`src/rtl/synth_pkg.sv`:
```
// Shared types and constants for the per-voice wavetable DAC path.
package synth_pkg;
  localparam int WAVE_COUNT       = 64;
  localparam int SAMPLES_PER_WAVE = 128;
  localparam int WAVE_ADDR_W      = $clog2(WAVE_COUNT) + $clog2(SAMPLES_PER_WAVE);

  localparam int         FRAME_W         = 16;
  localparam int         DAC_DATA_W      = 12;
  localparam logic [3:0] DAC_CFG_DEFAULT = 4'b0011;

  typedef enum logic [2:0] {
    ST_IDLE,
    ST_READ,
    ST_WAIT,
    ST_LOAD,
    ST_SHIFT,
    ST_LATCH
  } state_t;
endpackage

```
`src/rtl/wave_dac_driver_if.sv`:
```
// Wavetable RAM read port: the driver is master, the RAM is slave.
interface wave_dac_driver_if
  import synth_pkg::*;
#(
  parameter int ADDR_W   = WAVE_ADDR_W,
  parameter int SAMPLE_W = 8
) ();
  logic [ADDR_W-1:0]   ram_addr;
  logic                ram_rd_en;
  logic [SAMPLE_W-1:0] ram_data;

  modport master (output ram_addr, output ram_rd_en, input ram_data);
  modport slave  (input ram_addr, input ram_rd_en, output ram_data);
endinterface

```
`src/rtl/spi_tx_shifter.sv`:
```
// 16-bit MSB-first SPI transmitter: CLK_DIV cycles low then CLK_DIV high per bit.
module spi_tx_shifter
  import synth_pkg::*;
#(
  parameter int CLK_DIV = 2
) (
  input  logic               i_clock,
  input  logic               i_reset,
  input  logic               i_start,
  input  logic [FRAME_W-1:0] i_frame,
  output logic               o_cs_n,
  output logic               o_sclk,
  output logic               o_mosi,
  output logic               o_done
);
  localparam int               DIV_W    = (CLK_DIV > 1) ? $clog2(CLK_DIV) : 1;
  localparam logic [DIV_W-1:0] DIV_LOAD = DIV_W'(CLK_DIV - 1);

  logic [FRAME_W-1:0] r_shift;
  logic [4:0]         r_bits_left;
  logic [DIV_W-1:0]   r_div;
  logic               r_cs_n;
  logic               r_sclk;
  logic               r_mosi;
  logic               w_phase_end;
  logic               w_last;

  assign w_phase_end = !r_cs_n && (r_div == '0);
  // Combinational so the controller can leave SHIFT on the same edge cs_n rises.
  assign w_last      = w_phase_end && r_sclk && (r_bits_left == '0);

  always_ff @(posedge i_clock) begin
    if (i_reset) begin
      r_shift     <= '0;
      r_bits_left <= '0;
      r_div       <= '0;
      r_cs_n      <= 1'b1;
      r_sclk      <= 1'b0;
      r_mosi      <= 1'b0;
    end else if (i_start) begin
      r_shift     <= {i_frame[FRAME_W-2:0], 1'b0};
      r_bits_left <= 5'(FRAME_W - 1);
      r_div       <= DIV_LOAD;
      r_cs_n      <= 1'b0;
      r_sclk      <= 1'b0;
      r_mosi      <= i_frame[FRAME_W-1];
    end else if (!r_cs_n) begin
      if (r_div != '0) begin
        r_div <= r_div - DIV_W'(1);
      end else begin
        r_div <= DIV_LOAD;
        if (!r_sclk) begin
          r_sclk <= 1'b1;
        end else if (r_bits_left == '0) begin
          r_sclk <= 1'b0;
          r_cs_n <= 1'b1;
          r_mosi <= 1'b0;
        end else begin
          r_sclk      <= 1'b0;
          r_mosi      <= r_shift[FRAME_W-1];
          r_shift     <= {r_shift[FRAME_W-2:0], 1'b0};
          r_bits_left <= r_bits_left - 5'd1;
        end
      end
    end
  end

  assign o_cs_n = r_cs_n;
  assign o_sclk = r_sclk;
  assign o_mosi = r_mosi;
  assign o_done = w_last;
endmodule

```
`src/rtl/wave_dac_driver.sv`:
```
// Fetches the wavetable sample on every NCO address change and sends it to an
// MCP4921-style DAC. SIGNED_SAMPLE_EN: treat RAM samples as two's complement.
//
// state | meaning
// IDLE  | waiting for a pending address
// READ  | issue RAM read of the shadow address, clear pending
// WAIT  | RAM_LAT cycles of read latency, capture data at the end
// LOAD  | build frame, drop cs_n, present first bit
// SHIFT | serialise 16 bits
// LATCH | ldac_n low for CLK_DIV cycles, frame_done on release
module wave_dac_driver
  import synth_pkg::*;
#(
  parameter int         ADDR_W   = WAVE_ADDR_W,
  parameter int         SAMPLE_W = 8,
  parameter int         RAM_LAT  = 1,
  parameter int         CLK_DIV  = 2,
  parameter logic [3:0] DAC_CFG  = DAC_CFG_DEFAULT
) (
  input  logic                i_clock,
  input  logic                i_reset,
  input  logic [ADDR_W-1:0]   i_address,
  wave_dac_driver_if.master   ram_bus,
  output logic                o_dac_cs_n,
  output logic                o_dac_sclk,
  output logic                o_dac_mosi,
  output logic                o_dac_ldac_n,
  output logic [SAMPLE_W-1:0] o_sample,
  output logic                o_busy,
  output logic                o_frame_done
);
  localparam int               DIV_W    = (CLK_DIV > 1) ? $clog2(CLK_DIV) : 1;
  localparam logic [DIV_W-1:0] DIV_LOAD = DIV_W'(CLK_DIV - 1);

  state_t                  r_state;
  state_t                  w_next_state;
  logic [ADDR_W-1:0]       r_shadow;
  logic                    r_pending;
  logic [ADDR_W-1:0]       r_ram_addr;
  logic                    r_rd_en;
  logic [1:0]              r_wait_cnt;
  logic [SAMPLE_W-1:0]     r_capture;
  logic [SAMPLE_W-1:0]     r_sample;
  logic                    r_ldac_n;
  logic [DIV_W-1:0]        r_ldac_cnt;
  logic                    r_frame_done;
  logic                    w_read;
  logic                    w_capture;
  logic                    w_start;
  logic                    w_latch;
  logic                    w_release;
  logic                    w_shift_done;
  logic [SAMPLE_W-1:0]     w_conv;
  logic [DAC_DATA_W-1:0]   w_data12;
  logic [FRAME_W-1:0]      w_frame;

`ifdef SIGNED_SAMPLE_EN
  assign w_conv = r_capture ^ {1'b1, {(SAMPLE_W-1){1'b0}}};
`else
  assign w_conv = r_capture;
`endif
  // Sample is left-justified in the 12-bit DAC word.
  assign w_data12 = DAC_DATA_W'(w_conv) << (DAC_DATA_W - SAMPLE_W);
  assign w_frame  = {DAC_CFG, w_data12};

  always_ff @(posedge i_clock) begin
    if (i_reset) r_state <= ST_IDLE;
    else         r_state <= w_next_state;
  end

  always_comb begin
    w_next_state = r_state;
    w_read       = 1'b0;
    w_capture    = 1'b0;
    w_start      = 1'b0;
    w_latch      = 1'b0;
    w_release    = 1'b0;
    case (r_state)
      ST_IDLE:  if (r_pending) w_next_state = ST_READ;
      ST_READ: begin
        w_read       = 1'b1;
        w_next_state = ST_WAIT;
      end
      ST_WAIT: if (r_wait_cnt == '0) begin
        w_capture    = 1'b1;
        w_next_state = ST_LOAD;
      end
      ST_LOAD: begin
        w_start      = 1'b1;
        w_next_state = ST_SHIFT;
      end
      ST_SHIFT: if (w_shift_done) begin
        w_latch      = 1'b1;
        w_next_state = ST_LATCH;
      end
      ST_LATCH: if (r_ldac_cnt == '0) begin
        w_release    = 1'b1;
        w_next_state = ST_IDLE;
      end
      default: w_next_state = ST_IDLE;
    endcase
  end

  always_ff @(posedge i_clock) begin
    if (i_reset) begin
      r_shadow     <= '0;
      r_pending    <= 1'b1;
      r_ram_addr   <= '0;
      r_rd_en      <= 1'b0;
      r_wait_cnt   <= '0;
      r_capture    <= '0;
      r_sample     <= '0;
      r_ldac_n     <= 1'b1;
      r_ldac_cnt   <= '0;
      r_frame_done <= 1'b0;
    end else begin
      r_rd_en      <= w_read;
      r_frame_done <= w_release;
      // A fresh change outranks the READ clear so it is never lost.
      if (i_address != r_shadow) begin
        r_shadow  <= i_address;
        r_pending <= 1'b1;
      end else if (w_read) begin
        r_pending <= 1'b0;
      end
      if (w_read) begin
        r_ram_addr <= r_shadow;
        r_wait_cnt <= 2'(RAM_LAT - 1);
      end else if (r_state == ST_WAIT && r_wait_cnt != '0) begin
        r_wait_cnt <= r_wait_cnt - 2'd1;
      end
      if (w_capture) r_capture <= ram_bus.ram_data;
      if (w_start)   r_sample  <= w_conv;
      if (w_latch) begin
        r_ldac_n   <= 1'b0;
        r_ldac_cnt <= DIV_LOAD;
      end else if (r_state == ST_LATCH) begin
        if (r_ldac_cnt != '0) r_ldac_cnt <= r_ldac_cnt - DIV_W'(1);
        else                  r_ldac_n   <= 1'b1;
      end
    end
  end

  spi_tx_shifter #(.CLK_DIV(CLK_DIV)) u_spi_tx (
    .i_clock (i_clock),
    .i_reset (i_reset),
    .i_start (w_start),
    .i_frame (w_frame),
    .o_cs_n  (o_dac_cs_n),
    .o_sclk  (o_dac_sclk),
    .o_mosi  (o_dac_mosi),
    .o_done  (w_shift_done)
  );

  assign ram_bus.ram_addr  = r_ram_addr;
  assign ram_bus.ram_rd_en = r_rd_en;
  assign o_dac_ldac_n      = r_ldac_n;
  assign o_sample          = r_sample;
  assign o_busy            = (r_state != ST_IDLE);
  assign o_frame_done      = r_frame_done;
endmodule

```
`src/flat_wrapper.sv`:
```
// flat-port wrapper written by rule: the top's interface ports become plain ports
module wave_dac_driver_flat import synth_pkg::*;
#(
  parameter int         ADDR_W   = WAVE_ADDR_W,
  parameter int         SAMPLE_W = 8,
  parameter int         RAM_LAT  = 1,
  parameter int         CLK_DIV  = 2,
  parameter logic [3:0] DAC_CFG  = DAC_CFG_DEFAULT
)
  (i_clock, i_reset, i_address, o_dac_cs_n, o_dac_sclk, o_dac_mosi, o_dac_ldac_n, o_sample, o_busy, o_frame_done, ram_bus_ram_addr, ram_bus_ram_rd_en, ram_bus_ram_data);
  wave_dac_driver_if #(.ADDR_W(ADDR_W), .SAMPLE_W(SAMPLE_W)) ram_bus_i ();
  input  logic i_clock;
  input  logic i_reset;
  input  logic [ADDR_W-1:0] i_address;
  output logic o_dac_cs_n;
  output logic o_dac_sclk;
  output logic o_dac_mosi;
  output logic o_dac_ldac_n;
  output logic [SAMPLE_W-1:0] o_sample;
  output logic o_busy;
  output logic o_frame_done;
  output wire logic [$bits(ram_bus_i.ram_addr)-1:0] ram_bus_ram_addr;
  output wire logic [$bits(ram_bus_i.ram_rd_en)-1:0] ram_bus_ram_rd_en;
  input wire logic [$bits(ram_bus_i.ram_data)-1:0] ram_bus_ram_data;
  assign ram_bus_ram_addr = ram_bus_i.ram_addr;
  assign ram_bus_ram_rd_en = ram_bus_i.ram_rd_en;
  assign ram_bus_i.ram_data = ram_bus_ram_data;
  wave_dac_driver #(.ADDR_W(ADDR_W), .SAMPLE_W(SAMPLE_W), .RAM_LAT(RAM_LAT), .CLK_DIV(CLK_DIV), .DAC_CFG(DAC_CFG)) u_core (.i_clock(i_clock), .i_reset(i_reset), .i_address(i_address), .ram_bus(ram_bus_i), .o_dac_cs_n(o_dac_cs_n), .o_dac_sclk(o_dac_sclk), .o_dac_mosi(o_dac_mosi), .o_dac_ldac_n(o_dac_ldac_n), .o_sample(o_sample), .o_busy(o_busy), .o_frame_done(o_frame_done));
endmodule
```
`config.mk`:
```
export PLATFORM = sky130hd
export DESIGN_NAME = wave_dac_driver_flat
export DESIGN_NICKNAME = d
export VERILOG_FILES = /design/src/rtl/synth_pkg.sv /design/src/rtl/wave_dac_driver_if.sv /design/src/rtl/spi_tx_shifter.sv /design/src/rtl/wave_dac_driver.sv /design/src/flat_wrapper.sv
export SDC_FILE = /design/constraint.sdc
export NUM_CORES = 1
export LEC_CHECK = 0
export CAP_MARGIN = 0
export CORE_MARGIN = 4
export CORE_UTILIZATION = 45
export CTS_CLUSTER_DIAMETER = 120
export DETAILED_ROUTE_END_ITERATION = 8
export PLACE_DENSITY = 0.68
export SYNTH_ARGS = -nofsm -noshare
export SYNTH_HDL_FRONTEND = slang
export SYNTH_HIERARCHICAL = 1
export SYNTH_SLANG_ARGS = --single-unit
```
`constraint.sdc`:
```
create_clock -name i_clock -period 2.75 [get_ports i_clock]
set_input_delay 0.55 -clock i_clock [delete_from_list [all_inputs] [get_ports i_clock]]
set_output_delay 0.55 -clock i_clock [all_outputs]
set_load 0.01 [all_outputs]
```
==> run metrics, run 1 <==
status finished, final reports clean; power density relative to cell area 829 nW/um^2; Routed Antenna Nets 0; starting density of the core 47.2%; arrival time worst endpoint 1650 ps; beginning of the worst register-to-register path u_core/u_spi_tx/r_bits_left[0]; CTS sink cnt 76; CTS Root Cell sky130_fd_sc_hd__clkbuf_8; CP max stage delay 480 ps; number of buffers on the longest clock path 2; Cells after Synth 354; count of endpoints failing hold in the final timing report 0; number of different library cells in the post-synthesis netlist 42; layout cell share with drive strength beyond 1 7.37%; Data required, critical path 2200 ps; depth of the worst register-to-register path 8; adder-cell share of the synthesized area 0.816%; latest clock arrival within the worst-skew pair 350 ps; Clock Skews 10.3 ps; worst reg2reg path endpoint u_core/r_state[0]; setup slack at placement 625 ps; minimum setup slack in the final design 549 ps; maximum clock frequency 454 MHz; number of antenna violations at the first check in global routing 0; total iterations of the first detailed-routing run 4; vias per inst 5.34; hold buffer count at CTS 0; multiplexer share of the synthesized area 0.326%; horizontal extent of the die 90.6 um; maximum capacitance violations 0; largest fanout on the critical path 10; Reg clk slew, reported paths 70 ps; Synth top area share 49.6%; Period minus WS final 2200 ps; summed instance area of the synthesized netlist 3070 sq um; worst-case headroom to the max-slew limit 28.9%; violation count after the first detailed-routing iteration 143; top-level I/O count 51; Std-Cell Core Area 6490 sq um; Std-Cell Rows 29; hold-critical path depth 2; CP Cell Sequence or3_1 > clkdlybuf4s50_1; Clock H-tree levels 3; post-synthesis share of cell area spent on xor and xnor gates 4.86%; master of the slowest instance on the critical path sky130_fd_sc_hd__clkdlybuf4s50_1; combinational family with the most area after synthesis simple AND/OR/NAND/NOR gates; post-detail-place hpwl 4.39 mm; total vias in the final route 2583; pin count of the biggest net entering global routing 63; gpl congestion 0.748; final slew viol count 0; total grt overflow 0; final critical-path share of the clock period 80.0%; Port Buffers 50; Nets 428; sequential cell area fraction in the yosys report 49.6%; static leakage 1.35 nW; startpoint of the tightest hold check path u_core/o_sample[3]; Tightest Hold Check Type register to register; sink of the worst hold path u_core/o_sample[3]; top area cells in the synthesized netlist sky130_fd_sc_hd__dfxtp_1, sky130_fd_sc_hd__nand2_1, sky130_fd_sc_hd__a21oi_1; largest area contributor in the synthesized netlist sky130_fd_sc_hd__dfxtp_1; count of flip-flops with a built-in enable after synthesis 0; global router's overall resource usage 17.2%; peak ir drop on the vdd network 530 uV; wire length of the first global-routing pass 11.6 mm; DRC violation count after routing 0; kind of launch point of the worst setup path register; area overhead of the layout relative to synthesis 26.1%; post-cts gate resize count 0; compound-cell area share of the yosys netlist 18.8%; DIE AREA 8200 sq um; antenna cells 0; transition time at the pin with the least slew margin 1070 ps; most used flip-flop cell after synthesis sky130_fd_sc_hd__dfxtp_1; number of setup buffers added after CTS 0; critical setup path kind register to output port; CTS tree done; final setup violating endpoints 0; floorplan die height 90.6 um; RSZ-0062 raised after global routing no; flip-flop and latch count after synthesis 76; mean post-synth cell area 8.66 sq um; Post-synth ARST share 0%; via count of the first global-routing pass 2507; clock buffer count from CTS 9; number of warning messages in the yosys log 6; reg-to-reg slack, setup 580 ps; Crit. End Element output port; area fraction in and, or, nand and nor cells after synthesis 20.1%; detailed-route wire length per cell 14.0 um; Total Wirelength 6.76 mm; final total negative setup slack 0 ps
==> state kept, by name, indices dropped and copies added, names as in the netlist, 2 cells and up <==
register                     cells
u_core/r_capture                 8
u_core/u_spi_tx/r_shift         15
u_core/o_sample                  8
u_core/r_wait_cnt                2
u_core/ram_bus.ram_addr         13
u_core/r_state                   3
u_core/u_spi_tx/r_bits_left      5
u_core/r_shadow                 13
==> worst max-delay path: cells and delay by family (launching register included) <==
family	cells	cell delay, ps
AND/OR/NAND/NOR	1	410
buffers and inverters	1	480
flip-flops	1	420
==> power by group <==
part / total [mW] / switching (mW) / internal (mW)
Sequential: 1.38 / 0.131 / 1.25
Clock: 1.02 / 0.395 / 0.623
Combinational: 0.802 / 0.467 / 0.335
Total: 3.20 / 0.993 / 2.21
==> cell usage after synthesis, types with 3 or more instances <==
cell,n
sky130_fd_sc_hd__nor2b_1,14
sky130_fd_sc_hd__or3_1,3
sky130_fd_sc_hd__o21ai_0,18
sky130_fd_sc_hd__nor3_1,4
sky130_fd_sc_hd__nand2_1,63
sky130_fd_sc_hd__a21oi_1,36
sky130_fd_sc_hd__or4_1,3
sky130_fd_sc_hd__nor2_1,5
sky130_fd_sc_hd__nand3_1,17
sky130_fd_sc_hd__a31oi_1,18
sky130_fd_sc_hd__inv_1,8
sky130_fd_sc_hd__xnor2_1,7
sky130_fd_sc_hd__nor4_1,3
sky130_fd_sc_hd__clkbuf_1,18
sky130_fd_sc_hd__xor2_1,10
sky130_fd_sc_hd__dfxtp_1,76
sky130_fd_sc_hd__buf_2,6
sky130_fd_sc_hd__o21bai_1,15
==> placed cells by master, fill, tap and decap left out, types with 2 or more instances in the layout <==
cell,synthesis,layout
sky130_fd_sc_hd__a21oi_1,36,36
sky130_fd_sc_hd__a31oi_1,18,18
sky130_fd_sc_hd__buf_4,0,8
sky130_fd_sc_hd__bufinv_16,0,3
sky130_fd_sc_hd__clkbuf_8,0,10
sky130_fd_sc_hd__clkdlybuf4s50_1,0,49
sky130_fd_sc_hd__clkinv_1,2,2
sky130_fd_sc_hd__conb_1,2,8
sky130_fd_sc_hd__dfxtp_1,76,76
sky130_fd_sc_hd__ha_1,2,2
sky130_fd_sc_hd__inv_1,8,8
sky130_fd_sc_hd__nand2_1,63,63
sky130_fd_sc_hd__nand3_1,17,17
sky130_fd_sc_hd__nand4_1,2,2
sky130_fd_sc_hd__nor2_1,5,5
sky130_fd_sc_hd__nor2b_1,14,14
sky130_fd_sc_hd__nor3_1,4,4
sky130_fd_sc_hd__nor4_1,3,3
sky130_fd_sc_hd__o21ai_0,18,18
sky130_fd_sc_hd__o21bai_1,15,15
sky130_fd_sc_hd__or3_1,3,3
sky130_fd_sc_hd__or4_1,3,3
sky130_fd_sc_hd__xnor2_1,7,7
sky130_fd_sc_hd__xor2_1,10,10
==> kinds of logic (layout without fill, tap and decap cells) <==
logic type	Yosys count	after routing
flops	76	76
other cells	2	8
compound gates	94	94
mux	1	1
buf+inv	37	84
simple gates	125	125
fa+ha+maj	2	2
xor+xnor	17	17
==> how the worst max path moves through the flow <==
stage                                   startpoint                end  slack, ps  cells past startpoint
global route        u_core/u_spi_tx/r_bits_left[0]  u_core/r_state[0]        440                      8
detailed placement  u_core/u_spi_tx/r_bits_left[0]  u_core/r_state[0]        630                      8
CTS                              u_core/r_state[0]             o_busy        540                      2
floorplan           u_core/u_spi_tx/r_bits_left[0]  u_core/r_state[0]        770                     10
finish                           u_core/r_state[0]             o_busy        550                      2
global placement    u_core/u_spi_tx/r_bits_left[0]  u_core/r_state[0]        710                      8
==> per-layer routing <==
layer  global-route usage, %  share of wire, %  vias up
met2                    28.5                49       72
met5                       0                 0        -
met3                    7.42               7.4       10
met4                    6.12               1.2        0
li1                        -                 -     1307
met1                    19.7                43     1194
==> cell type report <==
cell class,instances,area [sq um]
multi-input combinational,247,1410
tap,77,96.3
clock buffer,11,141
fill,589,2630
timing repair buffer,58,556
clock inverter,4,97.6
sequential,76,1520
inverter,11,41.3
==> per-stage QoR <==
step	hold WS [ps]	power (mW)	utilization (%)	instances	instance area [sq um]
floorplan	437	1.94	-	360	3090
global placement	445	2.19	55.8	469	3630
detailed placement	449	2.21	55.8	469	3630
CTS	460	3.23	59.5	484	3870
global route	480	3.39	59.5	484	3870
finish	459	3.20	59.5	484	3870
(Power assumes the default switching activity.)
==> inputs of run 2 (changes only) <==
PLACE_DENSITY = 0.71   (was 0.68)
clock period = 2 ns   (was 2.75 ns; I/O delays follow)
==> run metrics, run 2 (synthesized netlist as in run 1, its figures left out) <==
Clock H-tree levels 3; total placed cells including tap cells 473; Crit. End Element output port; final slew viol count 0; via count of the first global-routing pass 2443; peak ir drop on the vdd network 546 uV; wire length of the first global-routing pass 11.3 mm; internal power component 3.07 mW; static leakage 1.39 nW; Port Buffers 50; horizontal extent of the die 90.6 um; Std-Cell Core Area 6490 sq um; violation count after the first detailed-routing iteration 104; status finished, final reports clean; top-level I/O count 51; Total Wirelength 6.62 mm; number of setup buffers added after CTS 0; Data required, critical path 1600 ps; maximum clock frequency 560 MHz; total grt overflow 0; count of endpoints failing hold in the final timing report 0; post-cts gate resize count 0; post-route insts no fill 489; worst slack on hold paths 453 ps; Routed Antenna Nets 0; pin count of the biggest net entering global routing 77; setup slack at placement 165 ps; max reg flops 15; largest fanout on the critical path 6; clock buffer count from CTS 9; critical setup path kind register to output port; vias per inst 5.23; number of buffers on the longest clock path 2; hold buffer count at CTS 0; Clock Skews 9.90 ps; final critical-path share of the clock period 89.3%; area overhead of the layout relative to synthesis 27.8%; Buffers & Inverters on Critical Path 1; Psw 1.39 mW; DRC violation count after routing 0; most common cell after layout, fill and taps aside sky130_fd_sc_hd__dfxtp_1; share of total power in sequential cells 42.5%; maximum capacitance violations 0; master of the slowest instance on the critical path sky130_fd_sc_hd__clkdlybuf4s50_1; CTS tree done; DIE AREA 8200 sq um; CP max stage delay 590 ps; RSZ-0062 raised after global routing no; Tightest Hold Check Type register to register; final total negative setup slack 0 ps; CTS sink cnt 76; clock network fraction of design power 30.9%; total iterations of the first detailed-routing run 4; top cell family by delay on the critical path buffers and inverters; detailed-route wire length per cell 13.5 um; arrival time worst endpoint 1390 ps; antenna cells 0; Nets 432; fill cell instance count of the final layout 572; combinational group share of total power 26.5%; power density relative to cell area 1140 nW/um^2; Std-Cell Rows 29; global router's overall resource usage 16.8%; gpl congestion 0.817; kind of launch point of the worst setup path register; Reg with most FFs u_core/u_spi_tx/r_shift; floorplan die height 90.6 um; CP Cell Sequence clkdlybuf4s50_1; number of antenna violations at the first check in global routing 0; latest clock arrival within the worst-skew pair 350 ps; Reg clk slew, reported paths 80 ps; CTS Root Cell sky130_fd_sc_hd__clkbuf_8; post-detail-place hpwl 4.31 mm; final setup violating endpoints 0; layout cell share with drive strength beyond 1 9.22%; minimum setup slack in the final design 213 ps; starting density of the core 47.2%; Period minus WS final 1790 ps; leading cell types in the layout, fill and taps excluded sky130_fd_sc_hd__dfxtp_1, sky130_fd_sc_hd__nand2_1, sky130_fd_sc_hd__clkdlybuf4s50_1; fraction of power spent switching nets 31.1%; total power after layout 4.46 mW; total vias in the final route 2558
run 2: cell types whose count changed in the layout (fill, tap and decap cells not counted), sizes merged:
| cell | delta |
|---|---|
| buf | +4 |
| clkbuf | -2 |
| clkinv | +2 |
| clkdlybuf4s50 | -1 |
| clkinvlp | +1 |
| dlymetal6s2s | +1 |
run 2: layout make-up:
class / instances / area, sq um / share of cell area (%)
Clock inverter: 7 / 115 / 2.94
Clock buffer: 9 / 124 / 3.16
Multi-Input combinational cell: 247 / 1420 / 36.2
Timing Repair Buffer: 62 / 601 / 15.3
Inverter: 11 / 41.3 / 1.05
Tap cell: 77 / 96.3 / 2.46
Sequential cell: 76 / 1520 / 38.9
run 2: final timing paths:
kind / startpoint / end / slack [ps] / cells past startpoint
max: u_core/u_spi_tx/o_cs_n / o_dac_cs_n / 210 / 1
min: u_core/o_sample[1] / u_core/o_sample[1] / 450 / 2
max reg2reg: u_core/u_spi_tx/o_sclk / u_core/u_spi_tx/r_bits_left[3] / 280 / 3
min reg2reg: u_core/o_sample[1] / u_core/o_sample[1] / 450 / 2
run 2: power by group through the flow:
| stage | clock [mW] | sequential [mW] | combinational, mW |
|---|---|---|---|
| 6_report | 1.38 | 1.90 | 1.18 |
| 5_1_grt | 1.49 | 1.93 | 1.33 |
| 4_1_cts | 1.42 | 1.89 | 1.19 |
| 3_5_place_dp | 0 | 1.92 | 1.18 |
| 3_3_place_gp | 0 | 1.92 | 1.17 |
| 2_1_floorplan | 0 | 1.88 | 0.779 |
run 2: routing by layer:
| layer | vias to the layer above | wire length (um) | track usage [%] |
|---|---|---|---|
| met5 | - | 0 | 0 |
| met4 | 0 | 38 | 4.97 |
| met3 | 2 | 361 | 6.75 |
| met2 | 58 | 3250 | 27.4 |
| met1 | 1182 | 2980 | 20.4 |
| li1 | 1316 | - | - |
run 2: per-stage QoR:
stage          utilization (%)  cell area (sq um)
2_1_floorplan                -               3090
3_3_place_gp              56.5               3670
3_5_place_dp              56.5               3670
4_1_cts                   60.2               3910
5_1_grt                   60.3               3920
6_report                  60.3               3920
==> inputs of run 3 (changes only) <==
CAP_MARGIN = unset   (was 0)
HOLD_SLACK_MARGIN = 0.06   (was unset)
SLEW_MARGIN = 5   (was unset)
==> results of run 3 <==
Same layout as run 2: the final DEF is identical, and so are final timing and power.
